===== config.mk =====
export PLATFORM = sky130hd
export DESIGN_NAME = piso_serializer
export DESIGN_NICKNAME = d
export VERILOG_FILES = /design/src/rtl/piso_serializer.sv
export SDC_FILE = /design/constraint.sdc
export NUM_CORES = 1
export LEC_CHECK = 0
export CORE_ASPECT_RATIO = 1.4
export CORE_MARGIN = 4
export CORE_UTILIZATION = 40
export CTS_CLUSTER_SIZE = 8
export DETAILED_ROUTE_END_ITERATION = 8
export PLACE_DENSITY = 0.63
export SYNTH_ARGS = -nofsm -noshare
export SYNTH_HDL_FRONTEND = slang
export SYNTH_SLANG_ARGS = --single-unit

===== constraint.sdc =====
create_clock -name clk -period 2.4 [get_ports clk]
set_clock_uncertainty 0.15 [all_clocks]
set_input_delay 0.24 -clock clk [delete_from_list [all_inputs] [get_ports clk]]
set_output_delay 0.24 -clock clk [all_outputs]
set_load 0.05 [all_outputs]

===== src/rtl/piso_serializer.sv =====
// Parallel-in, serial-out transmitter: takes WIDTH-bit words over valid/ready and
// streams them one bit per accepted beat, back-to-back without bubbles.
module piso_serializer #(
  parameter int unsigned WIDTH     = 8,
  parameter bit          MSB_FIRST = 1'b1
) (
  input  logic             clk,
  input  logic             rst_n,
  input  logic             flush,
  input  logic             s_valid,
  output logic             s_ready,
  input  logic [WIDTH-1:0] s_data,
  output logic             dout,
  output logic             dout_valid,
  input  logic             dout_ready,
  output logic             dout_first,
  output logic             dout_last,
  output logic             busy
);

  localparam int unsigned CW = (WIDTH > 1) ? $clog2(WIDTH) : 1;
  localparam logic [CW-1:0] CNT_LAST = CW'(WIDTH - 1);

  typedef enum logic {IDLE, SHIFT} state_e;

  state_e           state_q, state_d;
  logic [WIDTH-1:0] shreg_q, shreg_d;
  logic [CW-1:0]    cnt_q, cnt_d;
  logic             beat, final_beat, load;

  // State and datapath registers
  always_ff @(posedge clk or negedge rst_n) begin
    if (!rst_n) begin
      state_q <= IDLE;
      shreg_q <= '0;
      cnt_q   <= '0;
    end else begin
      state_q <= state_d;
      shreg_q <= shreg_d;
      cnt_q   <= cnt_d;
    end
  end

  // Handshake decode, next-state and shift logic
  always_comb begin
    state_d    = state_q;
    shreg_d    = shreg_q;
    cnt_d      = cnt_q;
    beat       = (state_q == SHIFT) && dout_ready;
    final_beat = beat && (cnt_q == CNT_LAST);
    s_ready    = rst_n && !flush && ((state_q == IDLE) || final_beat);
    load       = s_valid && s_ready;

    if (flush) begin
      state_d = IDLE;
      shreg_d = '0;
      cnt_d   = '0;
    end else if (load) begin
      state_d = SHIFT;
      shreg_d = s_data;
      cnt_d   = '0;
    end else if (beat) begin
      // Zero fill leaves shreg clear after the last bit, so dout idles at 0
      if (MSB_FIRST) shreg_d = {shreg_q[WIDTH-2:0], 1'b0};
      else           shreg_d = {1'b0, shreg_q[WIDTH-1:1]};
      if (final_beat) begin
        state_d = IDLE;
        cnt_d   = '0;
      end else begin
        cnt_d   = cnt_q + CW'(1);
      end
    end
  end

  // Serial-side outputs decoded straight from registers
  always_comb begin
    dout       = MSB_FIRST ? shreg_q[WIDTH-1] : shreg_q[0];
    dout_valid = (state_q == SHIFT);
    dout_first = (state_q == SHIFT) && (cnt_q == '0);
    dout_last  = (state_q == SHIFT) && (cnt_q == CNT_LAST);
    busy       = (state_q == SHIFT);
  end

endmodule


==> qor.txt <==
Status -> finished clean
Synthesized flop and latch total -> 12
Net count after synthesis -> 92
Arr. time, crit path -> 1.84 ns
Maximum vdd drop -> 0.000311 V
Critical path class -> register to output pin
Reg clk slew, reported paths -> 0.07 ns
Final setup violation count -> 0
Hold Fails Final Rpt -> 0
Seq/Total Area, Yosys -> 0.372
CTS root buf -> clkbuf_4
Number of CTS-inserted buffers -> 3
Number of post-CTS setup repair buffers -> 0
Core area -> 1950 um^2
First-pass GRT wire length -> 2.89 mm
Worst Tran Pin Value -> 0.501 ns
CP bufs+invs -> 2
Number of synthesis warnings -> 0
Worst-path fanout max -> 4
FMAX -> 449 MHz
Place WS -> 0.211 ns
Worst Hold Class -> input port to async pin
Lkg Pwr -> 0.436 nW
Die W -> 46.0 um
Slew headroom -> 0.665
Finished Layout Cells -> 114
Fin area -> 1030 um^2
Io pins -> 19
Gr ovfl total -> 0
Clk_lat worst skew -> 0.27 ns
Drt drc -> 0
Clock Sinks -> 12
Die Y -> 61.2 um
Most common cell after layout, fill and taps aside -> clkdlybuf4s50_1
Synth unique cells -> 26
CTS tree -> built
Min Hold Slack -> 0.0481 ns
Pre-Repair DR Iteration Count -> 4
Setup TNS -> 0 ns
Largest delay contributor family on the critical path -> buffers and inverters
Power Total -> 0.484 mW
Most frequent cells in the layout -> clkdlybuf4s50_1 (16), dfrtp_1 (12), nor3_1 (9)
Fin util -> 0.526
Max Cap Viol -> 0
Largest net degree at the start of global routing -> 18
Antenna Nets Post-Route -> 0
CP startpoint kind -> register
Tot GR Track Use -> 0.140
Number of port buffers -> 18
Synth-to-Final Area Change -> 26.9%
H-tree levels -> 1
CTS resizes -> 0
Syn Inst Count -> 76
Switching power total -> 0.148 mW
Final worst slack -> 0.173 ns
Avg Cell Area, Syn -> 10.6 um^2
Clock buffer depth -> 2
Min cycle time layout -> 2.23 ns
Die area -> 2810 um^2
Routed len/inst -> 14.3 um
Routed via count -> 654
Register share of total power -> 0.464
Worst path cell trace -> inv_1 -> ha_1 -> nand2_1 -> nor2_1 -> clkdlybuf4s50_1
Layout Nets -> 111
Synth Cell Area -> 808 um^2
Combinational power share -> 0.281
Clock group share of total power -> 0.255
Final GP Congestion -> 0.736
HPWL Detailed -> 1.22 mm
Number of global-route vias before repair -> 674
Crit. End Element -> output pin
Routed vias/inst -> 5.74
Worst path slowest cell -> clkdlybuf4s50_1
# placed instances -> 111
Final Max Slew Viols -> 0
Final Cycle Share -> 0.928
Slowest stage delay, CP -> 0.81 ns
Starting Density -> 0.415
Share of cells above drive strength 1 -> 0.269
Final wirelength -> 1.63 mm
Power per cell area -> 472 nW/um^2
Sw Ratio -> 0.306
Worst Path Required -> 2.01 ns
Cts hold-fix bufs -> 0
Fill cell count -> 191
Cell row count -> 19
Initial antenna violation count -> 0
Placed Area -> 993 um^2
Int Pwr -> 0.336 mW
Initial DRC Count -> 3
Antenna fix cells -> 0
Unrepaired setup endpoints after global routing -> false
synth_stat cells (all sizes together):
cell,count,area [um^2]
mux2i,1,10.0
clkbuf,1,7.51
and4b,1,11.3
and2,1,7.51
o32ai,1,8.76
a21boi,1,11.3
nor2,4,15.0
o21ai,8,40.0
nand2,2,7.51
nor3b,1,7.51
mux2,1,11.3
a21o,1,8.76
nand3b,1,20.0
dfrtp,12,300
ha,3,37.5
nor3,9,45.0
inv,3,11.3
and3b,1,8.76
buf,6,51.3
a21oi,3,15.0
a311oi,7,105
or3b,7,61.3
or2,1,6.26
area by class of cell:
type                    instances  area [um^2]  share of cell area
well taps                      21         26.3              0.0256
flip-flops and latches         12          300               0.293
clock buffers                   3         22.5              0.0220
repair buffers                 21          215               0.210
inverters                       3         11.3              0.0110
multi-input cells              54          450               0.439
layer usage:
| layer | up-vias | wire [um] | track usage |
|---|---|---|---|
| met4 | 0 | 41 | 0.0732 |
| met1 | 316 | 651 | 0.158 |
| met5 | - | 0 | 0 |
| met2 | 17 | 837 | 0.246 |
| met3 | 5 | 98 | 0.0205 |
| li1 | 316 | - | - |
cells by family (layout without fill, tap and decap cells):
kind of cell	Yosys count	count (layout)	synth area share
buffers and inverters	10	27	0.0867
muxes	2	2	0.0263
and+or+nand+nor	28	28	0.235
adders and majority gates	3	3	0.0464
DFF	12	12	0.372
AOI/OAI and AO/OA	21	21	0.234
sequential cells by signal, indices dropped and copies added, names as in the netlist:
register / count
cnt_q: 3
shreg_q: 8
busy: 1
power groups by stage:
stage	clock [mW]	sequential [mW]	combinational, mW
after CTS	0.128	0.225	0.137
after detailed placement	0	0.229	0.137
after global placement	0	0.229	0.135
after global routing	0.132	0.227	0.149
after floorplan	0	0.236	0.0828
final	0.124	0.225	0.136
worst paths after layout:
check	from	to	slack, ns	cells after the start
max in group asynchronous	rst_n	shreg_q[0]	1.61	2
hold reg to reg	cnt_q[1]	cnt_q[1]	0.41	2
hold / removal	rst_n	shreg_q[7]	0.05	1
setup reg to reg	cnt_q[0]	shreg_q[0]	0.42	5
min in group clk	cnt_q[1]	cnt_q[1]	0.41	2
setup / recovery	cnt_q[0]	dout_first	0.17	5
No activity file was read; power rests on OpenSTA's default activity.
